===== src/rtl/clk_div_period_meter_pkg.sv =====
// clk_div_period_meter_pkg: shared channel state type and counter constants
package clk_div_period_meter_pkg;

    localparam int DEF_CNT_BITS = 16;
    localparam logic [DEF_CNT_BITS-1:0] CNT_MAX = '1;

    typedef enum logic [1:0] {
        IDLE,
        ARMED,
        MEAS
    } chanState_t;

endpackage


===== src/rtl/clk_div_period_meter_if.sv =====
// clk_div_period_meter_if: request/acknowledge readout port of the period meter
interface clk_div_period_meter_if #(
    parameter int SEL_BITS = 2,
    parameter int CNT_BITS = 16
) ();

    logic                iReq;
    logic [SEL_BITS-1:0] ivSel;
    logic                oAck;
    logic                oValid;
    logic                oOverflow;
    logic [CNT_BITS-1:0] ovPeriod;
    logic [CNT_BITS-1:0] ovHigh;

    modport master (
        output iReq,
        output ivSel,
        input  oAck,
        input  oValid,
        input  oOverflow,
        input  ovPeriod,
        input  ovHigh
    );

    modport slave (
        input  iReq,
        input  ivSel,
        output oAck,
        output oValid,
        output oOverflow,
        output ovPeriod,
        output ovHigh
    );

endinterface


===== src/rtl/clk_div_period_chan.sv =====
// clk_div_period_chan: edge tick, period/high-time measurement and latched results for one divided clock
module clk_div_period_chan
    import clk_div_period_meter_pkg::*;
#(
    parameter int CNT_BITS = DEF_CNT_BITS
) (
    input  logic                iClk,
    input  logic                iRst,
    input  logic                iClkDiv,
    output logic                oTick,
    output logic                oValid,
    output logic                oOverflow,
    output logic [CNT_BITS-1:0] ovPeriod,
    output logic [CNT_BITS-1:0] ovHigh
);

    localparam logic [CNT_BITS-1:0] cntMax = '1;
    localparam logic [CNT_BITS-1:0] cntOne = CNT_BITS'(1);

    chanState_t          rState;
    chanState_t          stateNext;
    logic                rPrev;
    logic                rEdge;
    logic                latch;
    logic [CNT_BITS-1:0] rCnt;
    logic [CNT_BITS-1:0] rHigh;
    logic [CNT_BITS-1:0] cntNext;
    logic [CNT_BITS-1:0] highNext;

    assign rEdge = iClkDiv & ~rPrev;

    // Next state and counter values; an edge while counting closes the period and restarts both counters
    always_comb begin
        stateNext = rState;
        cntNext   = rCnt;
        highNext  = rHigh;
        latch     = 1'b0;
        case (rState)
            IDLE: begin
                if (rEdge) begin
                    stateNext = ARMED;
                    cntNext   = cntOne;
                    highNext  = cntOne;
                end
            end
            ARMED, MEAS: begin
                if (rEdge) begin
                    stateNext = MEAS;
                    latch     = 1'b1;
                    cntNext   = cntOne;
                    highNext  = cntOne;
                end else begin
                    cntNext  = (rCnt == cntMax) ? rCnt : rCnt + 1'b1;
                    highNext = (iClkDiv && rHigh != cntMax) ? rHigh + 1'b1 : rHigh;
                end
            end
            default: stateNext = IDLE;
        endcase
    end

    // State, counters, edge history, tick and the latched measurement
    always_ff @(posedge iClk) begin
        if (iRst) begin
            rState    <= IDLE;
            rPrev     <= 1'b0;
            oTick     <= 1'b0;
            rCnt      <= '0;
            rHigh     <= '0;
            oValid    <= 1'b0;
            oOverflow <= 1'b0;
            ovPeriod  <= '0;
            ovHigh    <= '0;
        end else begin
            rState <= stateNext;
            rPrev  <= iClkDiv;
            oTick  <= rEdge;
            rCnt   <= cntNext;
            rHigh  <= highNext;
            if (latch) begin
                ovPeriod  <= rCnt;
                ovHigh    <= rHigh;
                oValid    <= 1'b1;
                oOverflow <= (rCnt == cntMax) || (rHigh == cntMax);
            end
        end
    end

endmodule


===== src/rtl/clk_div_period_meter.sv =====
// clk_div_period_meter: per-channel period/high-time monitor for divided clocks with a request/ack readout
module clk_div_period_meter
    import clk_div_period_meter_pkg::*;
#(
    parameter int CHANNELS = 4,
    parameter int CNT_BITS = DEF_CNT_BITS,
    parameter int SEL_BITS = 2
) (
    input  logic                iClk,
    input  logic                iRst,
    input  logic [CHANNELS-1:0] ivClkDiv,
    output logic [CHANNELS-1:0] ovTick,
    clk_div_period_meter_if.slave bus
);

    logic [CHANNELS-1:0] chValid;
    logic [CHANNELS-1:0] chOverflow;
    logic [CNT_BITS-1:0] chPeriod [CHANNELS];
    logic [CNT_BITS-1:0] chHigh   [CHANNELS];
    logic                selValid;
    logic                selOverflow;
    logic [CNT_BITS-1:0] selPeriod;
    logic [CNT_BITS-1:0] selHigh;

    for (genvar i = 0; i < CHANNELS; i++) begin : gChan
        clk_div_period_chan #(
            .CNT_BITS(CNT_BITS)
        ) uChan (
            .iClk     (iClk),
            .iRst     (iRst),
            .iClkDiv  (ivClkDiv[i]),
            .oTick    (ovTick[i]),
            .oValid   (chValid[i]),
            .oOverflow(chOverflow[i]),
            .ovPeriod (chPeriod[i]),
            .ovHigh   (chHigh[i])
        );
    end

    // Readout mux; a select with no matching channel reads as all zeros
    always_comb begin
        selValid    = 1'b0;
        selOverflow = 1'b0;
        selPeriod   = '0;
        selHigh     = '0;
        for (int k = 0; k < CHANNELS; k++) begin
            if (bus.ivSel == SEL_BITS'(k)) begin
                selValid    = chValid[k];
                selOverflow = chOverflow[k];
                selPeriod   = chPeriod[k];
                selHigh     = chHigh[k];
            end
        end
    end

    // Acknowledge one cycle after a request, capturing the channel results as they stood before this edge
    always_ff @(posedge iClk) begin
        if (iRst) begin
            bus.oAck      <= 1'b0;
            bus.oValid    <= 1'b0;
            bus.oOverflow <= 1'b0;
            bus.ovPeriod  <= '0;
            bus.ovHigh    <= '0;
        end else begin
            bus.oAck <= bus.iReq;
            if (bus.iReq) begin
                bus.oValid    <= selValid;
                bus.oOverflow <= selOverflow;
                bus.ovPeriod  <= selPeriod;
                bus.ovHigh    <= selHigh;
            end
        end
    end

endmodule


===== src/flat_wrapper.sv =====
// flat-port wrapper written by rule: the top's interface ports become plain ports
module clk_div_period_meter_flat import clk_div_period_meter_pkg::*;
#(
    parameter int CHANNELS = 4,
    parameter int CNT_BITS = DEF_CNT_BITS,
    parameter int SEL_BITS = 2
)
  (iClk, iRst, ivClkDiv, ovTick, bus_iReq, bus_ivSel, bus_oAck, bus_oValid, bus_oOverflow, bus_ovPeriod, bus_ovHigh);
  clk_div_period_meter_if #(.SEL_BITS(SEL_BITS), .CNT_BITS(CNT_BITS)) bus_i ();
  input  logic iClk;
  input  logic iRst;
  input  logic [CHANNELS-1:0] ivClkDiv;
  output logic [CHANNELS-1:0] ovTick;
  input wire logic [$bits(bus_i.iReq)-1:0] bus_iReq;
  input wire logic [$bits(bus_i.ivSel)-1:0] bus_ivSel;
  output wire logic [$bits(bus_i.oAck)-1:0] bus_oAck;
  output wire logic [$bits(bus_i.oValid)-1:0] bus_oValid;
  output wire logic [$bits(bus_i.oOverflow)-1:0] bus_oOverflow;
  output wire logic [$bits(bus_i.ovPeriod)-1:0] bus_ovPeriod;
  output wire logic [$bits(bus_i.ovHigh)-1:0] bus_ovHigh;
  assign bus_i.iReq = bus_iReq;
  assign bus_i.ivSel = bus_ivSel;
  assign bus_oAck = bus_i.oAck;
  assign bus_oValid = bus_i.oValid;
  assign bus_oOverflow = bus_i.oOverflow;
  assign bus_ovPeriod = bus_i.ovPeriod;
  assign bus_ovHigh = bus_i.ovHigh;
  clk_div_period_meter #(.CHANNELS(CHANNELS), .CNT_BITS(CNT_BITS), .SEL_BITS(SEL_BITS)) u_core (.iClk(iClk), .iRst(iRst), .ivClkDiv(ivClkDiv), .ovTick(ovTick), .bus(bus_i));
endmodule

===== config.mk =====
export PLATFORM = sky130hd
export DESIGN_NAME = clk_div_period_meter_flat
export DESIGN_NICKNAME = d
export VERILOG_FILES = /design/src/rtl/clk_div_period_meter_pkg.sv /design/src/rtl/clk_div_period_meter_if.sv /design/src/rtl/clk_div_period_chan.sv /design/src/rtl/clk_div_period_meter.sv /design/src/flat_wrapper.sv
export SDC_FILE = /design/constraint.sdc
export NUM_CORES = 1
export LEC_CHECK = 0
export BUFFER_PORTS_ARGS = -buffer_cell sky130_fd_sc_hd__buf_2
export CAP_MARGIN = 25
export CORE_AREA = 3 3 196 150
export DETAILED_ROUTE_END_ITERATION = 12
export DIE_AREA = 0 0 199 153
export GPL_TIMING_DRIVEN = 0
export HOLD_SLACK_MARGIN = 0.03
export MAX_ROUTING_LAYER = met4
export PLACE_DENSITY = 0.74
export SKIP_CTS_REPAIR_TIMING = 1
export SYNTH_ARGS = -nofsm -noshare
export SYNTH_HDL_FRONTEND = slang
export SYNTH_HIERARCHICAL = 1
export SYNTH_SLANG_ARGS = --single-unit

===== constraint.sdc =====
create_clock -name iClk -period 2 [get_ports iClk]
set_input_delay 0.4 -clock iClk [delete_from_list [all_inputs] [get_ports iClk]]
set_output_delay 0.4 -clock iClk [all_outputs]
set_load 0.1 [all_outputs]

==> reports/metrics.csv, run 1 <==
metric;value;unit
grt_first_pass_wirelength;71900;um
dp_hpwl;32900;um
register_area;6350;um^2
synth_compound_area_share;20.8;%
grt_max_degree;33;
routed_via_density;6.32;
dp_slack;-0.615;ns
wire_per_inst;20.4;um
rsz0062_at_grt;true;
drcViolationCount;0;
drv_slew;0;
p_total;0.0156;W
place_inst;2211;
ys_top_cells_by_area;dfxtp_1, nand2_1, a21oi_1;
area_growth;16.0;%
n_antenna_cell;0;
clock_latency;0.58;ns
multi_input_area;8550;um^2
max_slew_margin;52.9;%
avgSynthCellArea;8.39;um^2
crit_path_max_fanout;5;
place_congestion;0.960;
crit_path_start_kind;flip-flop;
synth_top_family_by_area;simple AND/OR/NAND/NOR gates;
routed-via-count;14400;
die_h;153;um
yosysSeqAreaShare;41.5;%
synthSimpleGateAreaFrac;26.0;%
coreArea;27800;um^2
maxCapViolations;0;
power.internal;0.0111;W
synth_edf_count;0;
synth_top_area_share;41.5;%
fmax;509;MHz
fin_cells;2279;
critPathRequiredTime;2.50;ns
die-area;30400;um^2
yosysWarnings;6;
layout.nets;1924;
leakage;6.34;nW
postRouteWirelength;46500;um
synth_cell_type_count;80;
power_density;887;nW/um^2
yosys.area_share.adder;1.40;%
final_common_cell;nand2_1;
drive_above_1_share;19.5;%
critPathArrivalTime;2.46;ns
synthMuxAreaShare;5.50;%
p_sw;0.00454;W
worst_slew_pin_slew;0.707;ns
ant_nets;0;
synthXorXnorAreaFrac;0.0577;%
die_w;199;um
crit_path_end_kind;flip-flop;
pin_count;48;
synth_nets;1835;
grt_pass1_vias;13000;
p_comb_share;16.6;%
hold_violations;0;
cts_htree_levels;1;
yosys.area.top_type;dfxtp_1;
cts_made_buffers;31;
finalCritPeriodShare;98.2;%
rows;53;
drt_first_pass_iters;5;
drt_iter0_markers;1468;
synth.cell_area;15200;um^2
holdWs;0.127;ns
p_sw_share;29.1;%
pwr-share-seq;41.8;%
clk_pin_slew_worst_paths;0.07;ns
status;finished, final reports clean;
netlist_instances;1809;
layout_setup_ws;0.0357;ns
setup-violations-final;0;
clk_path_buf_depth;3;
grt_overflow;0;
cts_tree;built;
finalCoreUtilization;63.3;%
fillers;2406;
criticalPathCategory;flip-flop to flip-flop;
synthArstFlopShare;0;%
peakVddDrop;0.000657;V
clkSinkCount;315;
ys_seq_elements;315;
start_util;54.6;%
p_clk_share;41.6;%
io_buffers;45;
final_cell_mix;nand2_1, dfxtp_1, a21oi_1;
grt_use_total;30.0;%
fin_skew;0.0152;ns
antenna_found_initial;0;
root_buffer;clkbuf_16;
fin_crit;1.96;ns
ys.flop_type;dfxtp_1;
hp-class;input pin to flip-flop;
[power by group through the flow]
| stage | Clock [W] | Combinational [W] | Sequential, W |
|---|---|---|---|
| after CTS | 0.00655 | 0.00227 | 0.00652 |
| after global placement | 0 | 0.00221 | 0.00666 |
| after floorplan | 0 | 0.00161 | 0.00668 |
| final | 0.00650 | 0.00259 | 0.00653 |
| after global routing | 0.00682 | 0.00282 | 0.00654 |
| after detailed placement | 0 | 0.00225 | 0.00666 |
[critical path, cell delays in order (launching register included)]
cell,delay (ns)
dfxtp_1,0.31
inv_1,0.08
ha_4,0.28
buf_6,0.11
and4b_2,0.29
o31ai_4,0.10
or4b_4,0.54
a31oi_2,0.16
[layer usage]
layer / track usage, % / part of all wire, % / vias to the layer above
met2: 41.0 / 42 / 615
met4: 6.79 / 2.3 / 0
met5: - / 0 / -
li1: - / - / 6771
met3: 5.09 / 8.8 / 72
met1: 46.0 / 47 / 6952
[per-stage QoR]
stage,instance area (um^2),TNS [ns]
3_5_place_dp,15900,-60.11
2_1_floorplan,15200,0
6_report,17600,0
5_1_grt,17600,-0.238
3_3_place_gp,15900,-66.10
4_1_cts,17000,-10.11
[worst paths after layout]
check                                     start                                  to  slack, ns  cells past startpoint
min reg2reg  u_core/gChan[2].uChan/ovPeriod[10]  u_core/gChan[2].uChan/ovPeriod[10]       0.46                      2
max             u_core/gChan[3].uChan/rState[1]      u_core/gChan[3].uChan/rHigh[7]       0.04                      7
min                                 ivClkDiv[1]         u_core/gChan[1].uChan/rPrev       0.13                      2
max reg2reg     u_core/gChan[3].uChan/rState[1]      u_core/gChan[3].uChan/rHigh[7]       0.04                      7
[flip-flops by register name, indices dropped and copies added, names as in the netlist, 4 cells and up]
name,flops
u_core/gChan.uChan/ovHigh,64
u_core/gChan.uChan/rPrev,4
u_core/gChan.uChan/rCnt,64
u_core/gChan.uChan/oTick,4
u_core/bus.ovPeriod,16
u_core/gChan.uChan/ovPeriod,64
u_core/gChan.uChan/oOverflow,4
u_core/gChan.uChan/rState,8
u_core/gChan.uChan/oValid,4
u_core/gChan.uChan/rHigh,64
u_core/bus.ovHigh,16
[final cells by class]
class | instances | share of cell area, %
multi-input cells | 1338 | 48.6
flip-flops and latches | 315 | 36.1
clock buffers | 34 | 4.59
plain buffers | 114 | 3.52
well taps | 357 | 2.54
repair buffers | 64 | 2.09
clock inverters | 23 | 1.86
inverters | 34 | 0.725
[Yosys cell counts (all sizes together) (8+ instances only)]
cell      n
nor2b    10
nand2   343
mux2i    80
nor4     25
a21o     28
a41oi    12
a31oi    42
a21oi   212
or3b     35
o221ai   35
and2     14
buf      46
and4     15
o22ai    27
o21a      8
o31ai    12
nand4    44
or2      10
a211oi   14
nor2     92
ha       17
o21ai    63
inv      34
dfxtp   315
nand2b    9
nor3     32
clkbuf   76
or4      11
nand3    61
and3     18
[cells by family after synthesis]
family                     count (synthesis)
AOI/OAI and AO/OA                        483
DFF                                      315
xor gates and xnor gates                   1
buffers and inverters                    156
adders and majority gates                 17
and+or+nand+nor                          754
muxes                                     83
(Power assumes the default switching activity.)
==> inputs of run 2 (changes only) <==
Settings changed: CORE_AREA 3 3 196 150 to 3 3 161 179, DIE_AREA 0 0 199 153 to 0 0 164 182, SYNTH_HIERARCHICAL 1 to default.
==> run 2 against run 1 <==
Net effect: the run now ends with setup timing left; critical path depth shrank 1; highest routed layer unchanged; sequential share of layout area increased by 0.74 points; clock skew down 0.00054 ns; critical endpoint is now u_core.gChan[3].uChan.rCnt[14]; maximum frequency shrank 5.3%.
==> reports/metrics.csv, run 2 <==
metric;value;unit
status;complete, but fails checks;
violations;setup timing;
slowest_delay;0.55;ns
yosysSeqAreaShare;42.5;%
grt_use_total;32.4;%
criticalPathCategory;flip-flop to flip-flop;
synth_nets;1813;
fin_area;17200;um^2
final_cell_mix;nand2_1, dfxtp_1, a21oi_1;
cp_cell_sequence;inv_2, ha_4, or4b_4, buf_8, or4_4, a21oi_2;
grt_pass1_vias;12900;
crit_path_start_kind;flip-flop;
post_dp_cell_area;15500;um^2
fin_cells;2240;
routed-via-count;14400;
cts_made_buffers;31;
synth.most_common_cell;nand2_1;
ys_seq_elements;315;
wl_met3;4080;um
final_common_cell;nand2_1;
die-area;29800;um^2
antenna_found_initial;0;
top_layer;met4;
rsz0062_at_grt;true;
holdWs;0.0785;ns
synth.cell_area;14800;um^2
maxCapViolations;0;
drcViolationCount;0;
crit_path_max_fanout;8;
clk_pin_slew_worst_paths;0.07;ns
drv_slew;0;
finalCritPeriodShare;104;%
dp_hpwl;35500;um
met1_length;20100;um
synth_commonest_cells;nand2_1, dfxtp_1, a21oi_1;
area_growth;16.1;%
ys.flop_type;dfxtp_1;
wire_per_inst;21.9;um
rows;63;
power_density;880;nW/um^2
yosys.area.top_type;dfxtp_1;
synth_cell_type_count;74;
layout.nets;1887;
setup-violations-final;1;
crit_slowest_cell;or4b_4;
drt_first_pass_iters;8;
place_congestion;0.979;
drive_above_1_share;17.3;%
crit_path_end_kind;flip-flop;
peakVddDrop;0.000609;V
hold_violations;0;
root_buffer;clkbuf_16;
p_total;0.0152;W
routed_via_density;6.43;
synth_edf_count;0;
fin_crit;2.07;ns
coreArea;27000;um^2
tns;-0.0733;ns
synth_top_area_share;42.5;%
worst_slew_pin_slew;0.979;ns
die_h;182;um
critPathArrivalTime;2.59;ns
ant_nets;0;
grt_max_degree;17;
wl_met2;22600;um
layout_setup_ws;-0.0733;ns
yosysWarnings;0;
cts_tree;built;
start_util;54.8;%
clock_latency;0.59;ns
synthArstFlopShare;0;%
place_inst;2185;
netlist_instances;1784;
clkSinkCount;315;
drt_iter0_markers;1646;
critPathRequiredTime;2.52;ns
leakage;5.94;nW
grt_first_pass_wirelength;74300;um
postRouteWirelength;49000;um
ys_top_cells_by_area;dfxtp_1, nand2_1, a21oi_1;
io_buffers;43;
max_slew_margin;34.7;%
pin_count;48;
avgSynthCellArea;8.31;um^2
clk_path_buf_depth;3;
hp-class;input pin to flip-flop;
die_w;164;um
cts_htree_levels;1;
fin_skew;0.0147;ns
grt_overflow;0;
fmax;482;MHz
run 2: power by group:
group | total (W) | switching, W | internal, W | leakage, nW
clock network | 0.00598 | 0.00261 | 0.00337 | 0.506
registers | 0.00657 | 0.000154 | 0.00641 | 2.55
logic | 0.00262 | 0.00182 | 0.000796 | 2.88
run 2: kinds of logic (layout without fill, tap and decap cells):
logic type      Yosys count  in the layout  share of synthesized area [%]
flops                   315            315                           42.5
buf+inv                 153            251                           4.12
mux                      79             79                           8.22
fa+ha+maj                20             20                           1.69
simple gates            778            778                           24.9
other cells               0              1                              0
compound gates          439            439                           18.6
run 2: cell type report:
cell class	count	area [um^2]
Inverter	24	93.8
Clock inverter	18	195
Antenna cell	1	2.50
Timing Repair Buffer	56	345
Multi-Input combinational cell	1316	8390
Fill cell	2323	9820
Sequential cell	315	6340
Tap cell	357	447
Clock buffer	39	836
Buffer	114	564
run 2: worst paths after layout:
check / slack, ns / depth (start not counted) / end / start
worst min-delay path: 0.08 / 2 / u_core.gChan[0].uChan.rPrev / ivClkDiv[0]
worst max register to register: -0.07 / 6 / u_core.gChan[3].uChan.rCnt[14] / u_core.gChan[3].uChan.rState[0]
worst max-delay path: -0.07 / 6 / u_core.gChan[3].uChan.rCnt[14] / u_core.gChan[3].uChan.rState[0]
worst min register to register: 0.45 / 2 / u_core.gChan[3].uChan.ovPeriod[0] / u_core.gChan[3].uChan.ovPeriod[0]
run 2: worst max-delay path: cells and delay by family (launching register included):
| family | cells | cell delay, ns |
|---|---|---|
| simple gates | 2 | 1.03 |
| flops | 1 | 0.35 |
| fa+ha+maj | 1 | 0.27 |
| buf+inv | 2 | 0.24 |
| compound gates | 1 | 0.12 |
run 2: routing by layer:
metal | GRT usage (%) | vias to the layer above
met3 | 4.24 | 140
met4 | 12.1 | 0
li1 | - | 6645
met5 | - | -
met2 | 50.8 | 698
met1 | 43.0 | 6913
run 2: per-stage QoR:
stage | worst slack (ns) | util, %
2_1_floorplan | -0.0113 | -
3_3_place_gp | -1.62 | 57.4
3_5_place_dp | -1.50 | 57.4
4_1_cts | -0.928 | 61.2
5_1_grt | -0.115 | 63.7
6_report | -0.0733 | 63.7
